**config.mk**
```make
export PLATFORM = sky130hd
export DESIGN_NAME = serial_alu
export DESIGN_NICKNAME = d
export VERILOG_FILES = /design/src/rtl/serial_alu_pkg.sv /design/src/rtl/serial_alu_bit.sv /design/src/rtl/serial_alu.sv
export SDC_FILE = /design/constraint.sdc
export NUM_CORES = 1
export LEC_CHECK = 0
export BUFFER_PORTS_ARGS = -buffer_cell sky130_fd_sc_hd__buf_2
export CAP_MARGIN = 20
export CORE_UTILIZATION = 35
export DETAILED_ROUTE_END_ITERATION = 16
export SLEW_MARGIN = 25
export SYNTH_ARGS = -nofsm -noshare
export SYNTH_HDL_FRONTEND = slang
export SYNTH_HIERARCHICAL = 1
export SYNTH_SLANG_ARGS = --single-unit
export TNS_END_PERCENT = 5
```
**constraint.sdc**
```tcl
create_clock -name clk_i -period 2.6 [get_ports clk_i]
set_input_delay 0.26 -clock clk_i [delete_from_list [all_inputs] [get_ports clk_i]]
set_output_delay 0.26 -clock clk_i [all_outputs]
set_load 0.03 [all_outputs]
```
**src/rtl/serial_alu_pkg.sv**
```systemverilog
// rtl/serial_alu_pkg.sv - shared codes, state encoding and control decode for serial_alu
package serial_alu_pkg;

  localparam logic [3:0] CTRL_AND = 4'b0000;
  localparam logic [3:0] CTRL_OR  = 4'b0001;
  localparam logic [3:0] CTRL_ADD = 4'b0010;
  localparam logic [3:0] CTRL_SUB = 4'b0110;
  localparam logic [3:0] CTRL_SLT = 4'b0111;
  localparam logic [3:0] CTRL_NOR = 4'b1100;

  localparam logic [1:0] OP_AND  = 2'b00;
  localparam logic [1:0] OP_OR   = 2'b01;
  localparam logic [1:0] OP_ADD  = 2'b10;
  localparam logic [1:0] OP_LESS = 2'b11;

  typedef enum logic [1:0] {
    ST_IDLE = 2'd0,
    ST_RUN  = 2'd1,
    ST_DONE = 2'd2
  } state_e;

  typedef struct packed {
    logic       legal;
    logic       a_inv;
    logic       b_inv;
    logic [1:0] op;
  } slice_ctrl_t;

  function automatic slice_ctrl_t decode_ctrl(input logic [3:0] ctrl);
    slice_ctrl_t s;
    s = '{legal: 1'b1, a_inv: 1'b0, b_inv: 1'b0, op: OP_AND};
    case (ctrl)
      CTRL_AND: s.op = OP_AND;
      CTRL_OR:  s.op = OP_OR;
      CTRL_ADD: s.op = OP_ADD;
      CTRL_SUB: begin s.b_inv = 1'b1; s.op = OP_ADD; end
      CTRL_SLT: begin s.b_inv = 1'b1; s.op = OP_LESS; end
      CTRL_NOR: begin s.a_inv = 1'b1; s.b_inv = 1'b1; s.op = OP_AND; end
      default:  s.legal = 1'b0;
    endcase
    return s;
  endfunction

endpackage

```
**src/rtl/serial_alu_bit.sv**
```systemverilog
// rtl/serial_alu_bit.sv - combinational 1-bit ALU slice
module serial_alu_bit
  import serial_alu_pkg::*;
(
  input  logic       a,
  input  logic       b,
  input  logic       less,
  input  logic       a_invert,
  input  logic       b_invert,
  input  logic       cin,
  input  logic [1:0] op,
  output logic       result,
  output logic       cout
);

  logic a_m, b_m, sum;

  assign a_m  = a ^ a_invert;
  assign b_m  = b ^ b_invert;
  assign sum  = a_m ^ b_m ^ cin;
  assign cout = (a_m & b_m) | (a_m & cin) | (b_m & cin);

  always_comb begin
    result = 1'b0;
    case (op)
      OP_AND:  result = a_m & b_m;
      OP_OR:   result = a_m | b_m;
      OP_ADD:  result = sum;
      OP_LESS: result = less;
      default: result = 1'b0;
    endcase
  end

endmodule

```
**src/rtl/serial_alu.sv**
```systemverilog
// rtl/serial_alu.sv - bit-serial ALU: one slice, registered carry, LSB-first over WIDTH cycles
module serial_alu
  import serial_alu_pkg::*;
#(
  parameter int WIDTH = 32,
  parameter int CNT_W = 5
) (
  input  logic             clk_i,
  input  logic             rst_i,
  input  logic             start_i,
  input  logic [3:0]       ctrl_i,
  input  logic [WIDTH-1:0] src1_i,
  input  logic [WIDTH-1:0] src2_i,
  output logic [WIDTH-1:0] result_o,
  output logic             zero_o,
  output logic             cout_o,
  output logic             overflow_o,
  output logic             busy_o,
  output logic             done_o
);

  state_e           state_q, state_d;
  logic [CNT_W-1:0] cnt_q, cnt_d;
  logic             carry_q, carry_d;
  logic [3:0]       ctrl_q, ctrl_d;
  logic [WIDTH-1:0] a_q, a_d, b_q, b_d, acc_q, acc_d;
  logic [WIDTH-1:0] result_q, result_d;
  logic             zero_q, zero_d, cout_q, cout_d, ovf_q, ovf_d;

  slice_ctrl_t      sc;
  logic             slice_res, slice_cout, sum_msb, ovf_fin, last_bit;
  logic [WIDTH-1:0] shifted;

  assign sc = decode_ctrl(ctrl_q);

  serial_alu_bit u_bit (
    .a        (a_q[0]),
    .b        (b_q[0]),
    .less     (1'b0),
    .a_invert (sc.a_inv),
    .b_invert (sc.b_inv),
    .cin      (carry_q),
    .op       (sc.op),
    .result   (slice_res),
    .cout     (slice_cout)
  );

  // SLT needs the raw MSB sum even though the slice output carries 'less' in that mode
  assign sum_msb  = (a_q[0] ^ sc.a_inv) ^ (b_q[0] ^ sc.b_inv) ^ carry_q;
  assign ovf_fin  = carry_q ^ slice_cout;
  assign shifted  = {slice_res, acc_q[WIDTH-1:1]};
  assign last_bit = (cnt_q == CNT_W'(WIDTH - 1));

  always_comb begin
    state_d  = state_q;
    cnt_d    = cnt_q;
    carry_d  = carry_q;
    ctrl_d   = ctrl_q;
    a_d      = a_q;
    b_d      = b_q;
    acc_d    = acc_q;
    result_d = result_q;
    zero_d   = zero_q;
    cout_d   = cout_q;
    ovf_d    = ovf_q;
    case (state_q)
      ST_IDLE: begin
        if (start_i) begin
          a_d     = src1_i;
          b_d     = src2_i;
          ctrl_d  = ctrl_i;
          cnt_d   = '0;
          carry_d = decode_ctrl(ctrl_i).b_inv;
          acc_d   = '0;
          state_d = ST_RUN;
        end
      end
      ST_RUN: begin
        a_d     = a_q >> 1;
        b_d     = b_q >> 1;
        acc_d   = shifted;
        carry_d = slice_cout;
        cnt_d   = cnt_q + CNT_W'(1);
        if (last_bit) begin
          state_d  = ST_DONE;
          result_d = shifted;
          cout_d   = 1'b0;
          ovf_d    = 1'b0;
          if (!sc.legal) begin
            result_d = '0;
          end else if (sc.op == OP_ADD) begin
            cout_d = slice_cout;
            ovf_d  = ovf_fin;
          end else if (sc.op == OP_LESS) begin
            result_d = {{(WIDTH-1){1'b0}}, sum_msb ^ ovf_fin};
          end
          zero_d = (result_d == '0);
        end
      end
      ST_DONE: state_d = ST_IDLE;
      default: state_d = ST_IDLE;
    endcase
  end

  always_ff @(posedge clk_i or negedge rst_i) begin
    if (!rst_i) begin
      state_q  <= ST_IDLE;
      cnt_q    <= '0;
      carry_q  <= 1'b0;
      ctrl_q   <= '0;
      a_q      <= '0;
      b_q      <= '0;
      acc_q    <= '0;
      result_q <= '0;
      zero_q   <= 1'b0;
      cout_q   <= 1'b0;
      ovf_q    <= 1'b0;
    end else begin
      state_q  <= state_d;
      cnt_q    <= cnt_d;
      carry_q  <= carry_d;
      ctrl_q   <= ctrl_d;
      a_q      <= a_d;
      b_q      <= b_d;
      acc_q    <= acc_d;
      result_q <= result_d;
      zero_q   <= zero_d;
      cout_q   <= cout_d;
      ovf_q    <= ovf_d;
    end
  end

  assign result_o   = result_q;
  assign zero_o     = zero_q;
  assign cout_o     = cout_q;
  assign overflow_o = ovf_q;
  assign busy_o     = (state_q == ST_RUN);
  assign done_o     = (state_q == ST_DONE);

endmodule

```
Word level (Yosys, flattened, before mapping)
Cells that the tools add are included.
- add/subtract/negate cells: 1
- $mul: 0
- divide/modulo/power cells: 0
- magnitude comparators: 0
- equality and inequality tests: 16
- shift operators: 0
- multiplexer cells: 28
- bitwise operators: 12
- reduce and logical (&&, ||, !) cells: 13
- operators by type and width (operator ; count):
    $mux 32 ; 8
    $pmux 32 s2 ; 3
    $logic_not 32->1 ; 1
    $eq 4x3->1 const B ; 4
    $pmux 5 s2 ; 1
    $mux 1 ; 9
    $eq 4x4->1 const B ; 2
    $reduce_and 2->1 ; 4
    $eq 2x2->1 const B ; 3
    $pmux 2 s3 ; 1
    $reduce_or 3->1 ; 2
    $reduce_or 6->1 ; 1
    $xor 1x1->1 ; 6
    $add 5x1->5 const B ; 1
    $eq 5x5->1 const B ; 1
    $mux 5 ; 1
    $eq 2x1->1 const B ; 2
    $eq 4x1->1 const B ; 1
    $eq 4x2->1 const B ; 1
    $logic_not 2->1 ; 2
    $logic_not 4->1 ; 1
    $mux 2 ; 2
    $pmux 1 s4 ; 1
    $pmux 2 s2 ; 1
    other kinds (7) ; 11
- bits in registers: 143
- bits in latches: 0
- RAM bits: 0
- ROM bits: 0
- input bits: 71
- output and inout bits: 37
- logic and storage cells: 81
- memories: 0

Logic depth before layout (Yosys ltp)
- word-level depth: 15
- gate-level depth with buffers: 11
- depth with buffers taken out: 11

By module
Netlist, hierarchy kept.
- by module, submodules not included (module ; instances ; cells each ; area an instance (µm²) ; sequential area each (µm²)):
    serial_alu ; 1 ; 577 ; 5883.1 ; 3553.4
    serial_alu_bit ; 1 ; 9 ; 96.3 ; 0.0

Worst setup path before layout
No wires, ideal clock.
- path kind: reg-to-reg
- start: register ctrl_q[1]
- end: register zero_q (netlist: zero_o)
- setup time: 0.087 ns
- arrival: 2.658 ns
- required time: 2.513 ns
- setup slack: -0.145 ns
- stages on the path, launching flop included: 10
- buffers on the path: 1
- clock period less this slack: 2.745 ns
- cell sequence: dfrtp_1 > buf_4 > or3_1 > a21oi_1 > xor2_1 > fa_1 > mux4_2 > nor4_1 > nand4_1 > a22oi_1
- RTL lines (item ; line ; text):
    start, declared ; serial_alu.sv:25 ; logic [3:0] ctrl_q, ctrl_d;
    start signal, assigned ; serial_alu.sv:122 ; ctrl_q <= ctrl_d;
    end signal, assigned ; serial_alu.sv:127 ; zero_q <= zero_d;
    end, declared ; serial_alu.sv:28 ; logic zero_q, zero_d, cout_q, cout_d, ovf_q, ovf_d;

==> Implementation_results.wiki <==
{| class="wikitable"
! Metric !! Value
|-
| Cell at the root of the clock tree || sky130_fd_sc_hd__clkbuf_16
|-
| Total leakage power || about 3.6 nW
|-
| Via count || between 4000 and 5000
|-
| Number of global-route vias before repair || 4548
|-
| Source-to-sink clock delay at the later pin of the worst-skew pair || around 0.42 ns
|-
| Post-Syn Area per Cell || roughly 10 um^2
|-
| Count of H-tree levels built during CTS || 4
|-
| GR Overflow Total || 0
|-
| Drt pass-1 iters || 4
|-
| Initial drt markers || roughly 230
|-
| Worst-case clock buffer depth || 2
|-
| Pwr dens || 1370 nW/um^2
|-
| M2 GR Usage || between 20% and 30%
|-
| Routability Congestion || approximately 0.83
|-
| Share of power burned in registers || approximately two fifths
|-
| Switch Pwr || approximately 3.8 mW
|-
| Worst slack, placed || -0.150 ns
|-
| Register-to-register setup slack || -0.04 ns
|-
| Average wire per standard cell || approximately 14 um
|-
| Largest net degree at the start of global routing || 59
|-
| Number of DRC violations after detailed routing || 0
|-
| Share of the clock period used by the worst path || 102%
|-
| Min Tclk post-route || between 2 and 3 ns
|-
| IR Drop Worst-Case VDD || about 0.69 mV
|-
| Post-placement cell area || between 6000 and 7000 um^2
|-
| Clock Skews || roughly 0.0094 ns
|-
| Setup slack of the critical path after layout || -0.0407 ns
|-
| Sequential-to-total area share from yosys stat || between 50% and 60%
|-
| Final cell count without fillers || roughly 900
|-
| Total of max-cap violations || 0
|-
| TritonCTS Sinks || roughly 140
|-
| Boundary pin count || roughly 110
|-
| Worst Tran Pin Value || around 0.57 ns
|-
| Slew Viols, Final || 0
|-
| Storage cell area || between 3000 and 4000 um^2
|-
| Most used cells in the layout excluding fill and tap cells || 142 x sky130_fd_sc_hd__dfrtp_1, 115 x sky130_fd_sc_hd__nand2_1, 106 x sky130_fd_sc_hd__buf_2
|-
| Worst Hold Class || in -> reg
|-
| Share of power burned in combinational logic || a little under two fifths
|-
| Die X || 133 um
|-
| Count of filler cells inserted in the layout || between 1500 and 2000
|-
| Final wirelength || approximately 13000 um
|-
| Fraction of power consumed by the clock network || 24.5%
|-
| Worst slew margin relative to its limit || between 60% and 70%
|-
| Most common cell after layout, fill and taps aside || sky130_fd_sc_hd__dfrtp_1
|-
| Flops & latches, synth || 142
|-
| Sum of net half-perimeters after detailed placement || slightly below 9000 um
|-
| Nets@finish || ~770
|-
| Hold Violations, Final || 0
|-
| Antenna violations before repair || 2
|-
| Mapped Cells || roughly 590
|-
| First-pass GRT wire length || roughly 23000 um
|-
| Worst setup SP type || register
|-
| Max Clk Rate || 379 MHz
|-
| Multi-input combinational cell area || roughly 2200 um^2
|-
| Via density per instance || 5.02
|-
| Overall Global Routing Usage || 16.6%
|-
| Height of the die || about 130 um
|-
| Failing checks || setup timing
|-
| Area of all placed cells without fillers || 7370 um^2
|-
| Register clock-pin slew on the reported worst setup and hold paths || roughly 0.060 ns
|-
| # port buffers || between 100 and 150
|-
| Post-Syn Nets || between 600 and 700
|-
| Final core area utilization || between 40% and 50%
|-
| TritonCTS buffer count || 17
|-
| Critical path class || reg -> reg
|-
| Starting density of the core || 35.9%
|-
| Met3 Use GR || approximately 6.7%
|-
| Row count || 47
|-
| Critical Path End Type || register
|-
| TritonCTS clock tree || done
|-
| Placeable core area || roughly 17000 um^2
|-
| Cell-internal power || between 6 and 7 mW
|-
| Number of routed nets with antenna violations || 0
|-
| Switching power as a share of total power || 37.6%
|-
| Synthesis warning total || 6
|-
| Die footprint || about 18000 um^2
|-
| Cell area after synthesis || ~6000 um^2
|-
| Met1 track utilization from global routing || 21.4%
|-
| RSZ-0062 raised after global routing || true
|-
| Worst-path maximum fanout || 2
|-
| Gr busiest metal || met2
|-
| Area grow syn2layout || 23.2%
|-
| Setup violators final || 1
|-
| Fraction of final layout cells sized beyond drive strength 1 || about a quarter
|-
| Data arrival time of the critical path || around 3.0 ns
|-
| Number of unique standard cell types used by synthesis || 48
|-
| Antenna diode instance count || 0
|-
| Data required, critical path || 2.94 ns
|-
| Number of placed instances, taps included || ~890
|-
| Status || complete, but fails checks
|}
synthesized netlist by cell type (all sizes together):
master / n / share of area, %
a21oi: 3 / 0.25
a221o: 1 / 0.17
a22o: 33 / 4.9
a22oi: 17 / 2.1
and3: 2 / 0.21
and4: 1 / 0.15
buf: 33 / 3.5
clkbuf: 7 / 0.44
conb: 1 / 0.063
dfrtp: 142 / 59
fa: 1 / 0.33
ha: 4 / 0.84
inv: 7 / 0.44
mux2i: 1 / 0.17
mux4: 1 / 0.38
nand2: 116 / 7.4
nand2b: 2 / 0.25
nand3: 37 / 3.1
nand3b: 1 / 0.19
nand4: 2 / 0.21
nor2: 97 / 6.2
nor2b: 1 / 0.10
nor3: 2 / 0.17
nor3b: 1 / 0.21
nor4: 7 / 0.84
nor4bb: 1 / 0.42
o2111ai: 1 / 0.15
o21a: 1 / 0.13
o21ai: 7 / 0.59
o22ai: 46 / 4.9
o31a: 1 / 0.29
or3: 2 / 0.21
or3b: 1 / 0.15
or4: 1 / 0.13
xnor2: 2 / 0.29
xor2: 2 / 0.29
xor3: 1 / 0.40
layout make-up:
cell class	instances	area share (%)
Tap cell	220	3.74
Multi-Input combinational cell	397	29.9
Clock buffer	17	5.77
Clock inverter	13	2.36
Sequential cell	142	48.2
Inverter	7	0.357
Timing Repair Buffer	126	9.66
cells by family after synthesis:
kind of cell    Yosys count  synth area share [%]
simple gates            274                  19.9
flops                   142                  59.4
compound gates          110                  13.5
buf+inv                  47                  4.39
fa+ha+maj                 5                  1.17
xor+xnor                  5                 0.984
mux                       2                 0.544
other cells               1                0.0627
registers in the layout (all words and copies together), names as in the netlist:
signal and flops:
a_q 32, ctrl_q 4, carry_q 1, acc_q 31, b_q 32, result_o 32, cnt_q 5, overflow_o 1
cout_o 1, zero_o 1, state_q 2
power by group through the flow:
stage               logic (mW)  registers, mW  clock network [mW]
floorplan                 2.41           4.25                   0
global placement          3.64           3.89                   0
detailed placement        3.78           3.94                   0
CTS                       3.80           3.91                2.56
global route              4.22           4.06                2.67
finish                    3.74           3.91                2.49
path summary, 6_finish.rpt:
path | endpoint | cells past startpoint | startpoint
worst max-delay path | zero_o | 9 | ctrl_q[3]
worst min-delay path | b_q[31] | 3 | src2_i[31]
worst max register to register | zero_o | 9 | ctrl_q[3]
worst min register to register | b_q[18] | 2 | b_q[18]
max in group asynchronous | result_o[14] | 3 | rst_i
min in group asynchronous | acc_q[18] | 2 | rst_i
worst max-delay path, stage by stage, from the launching register on:
cell	delay (ns)
sky130_fd_sc_hd__dfrtp_1	0.36
sky130_fd_sc_hd__inv_2	0.04
sky130_fd_sc_hd__or3_1	0.38
sky130_fd_sc_hd__a21oi_2	0.19
sky130_fd_sc_hd__xor2_2	0.19
sky130_fd_sc_hd__fa_1	0.43
sky130_fd_sc_hd__mux4_2	0.50
sky130_fd_sc_hd__nor4_2	0.15
sky130_fd_sc_hd__nand4_1	0.12
sky130_fd_sc_hd__a22oi_2	0.20
stage by stage:
step	TNS [ns]	hold slack [ns]	power, mW
final	-0.0407	0.0421	10.1
after global routing	-0.298	0.0306	10.9
after CTS	-0.0943	0.0170	10.3
after detailed placement	-0.150	0.250	7.72
after global placement	0	0.243	7.54
after floorplan	-0.0516	-0.0356	6.66
per-layer routing:
metal | routed length, um | share of wire (%)
met3 | 755 | 5.7
met2 | 6040 | 46
met5 | 24 | 0.18
met1 | 6130 | 46
met4 | 274 | 2.1
what timing repair did:
item / 4_1_cts / 5_1_grt
pin swaps: 3 / 1
endpoints found under the setup margin: 1 / 3
setup buffers: 0 / 0
hold buffers: 1 / 0
endpoints found under the hold margin: 52 / 0
resized for setup: 1 / 2
(Power assumes the default switching activity.)
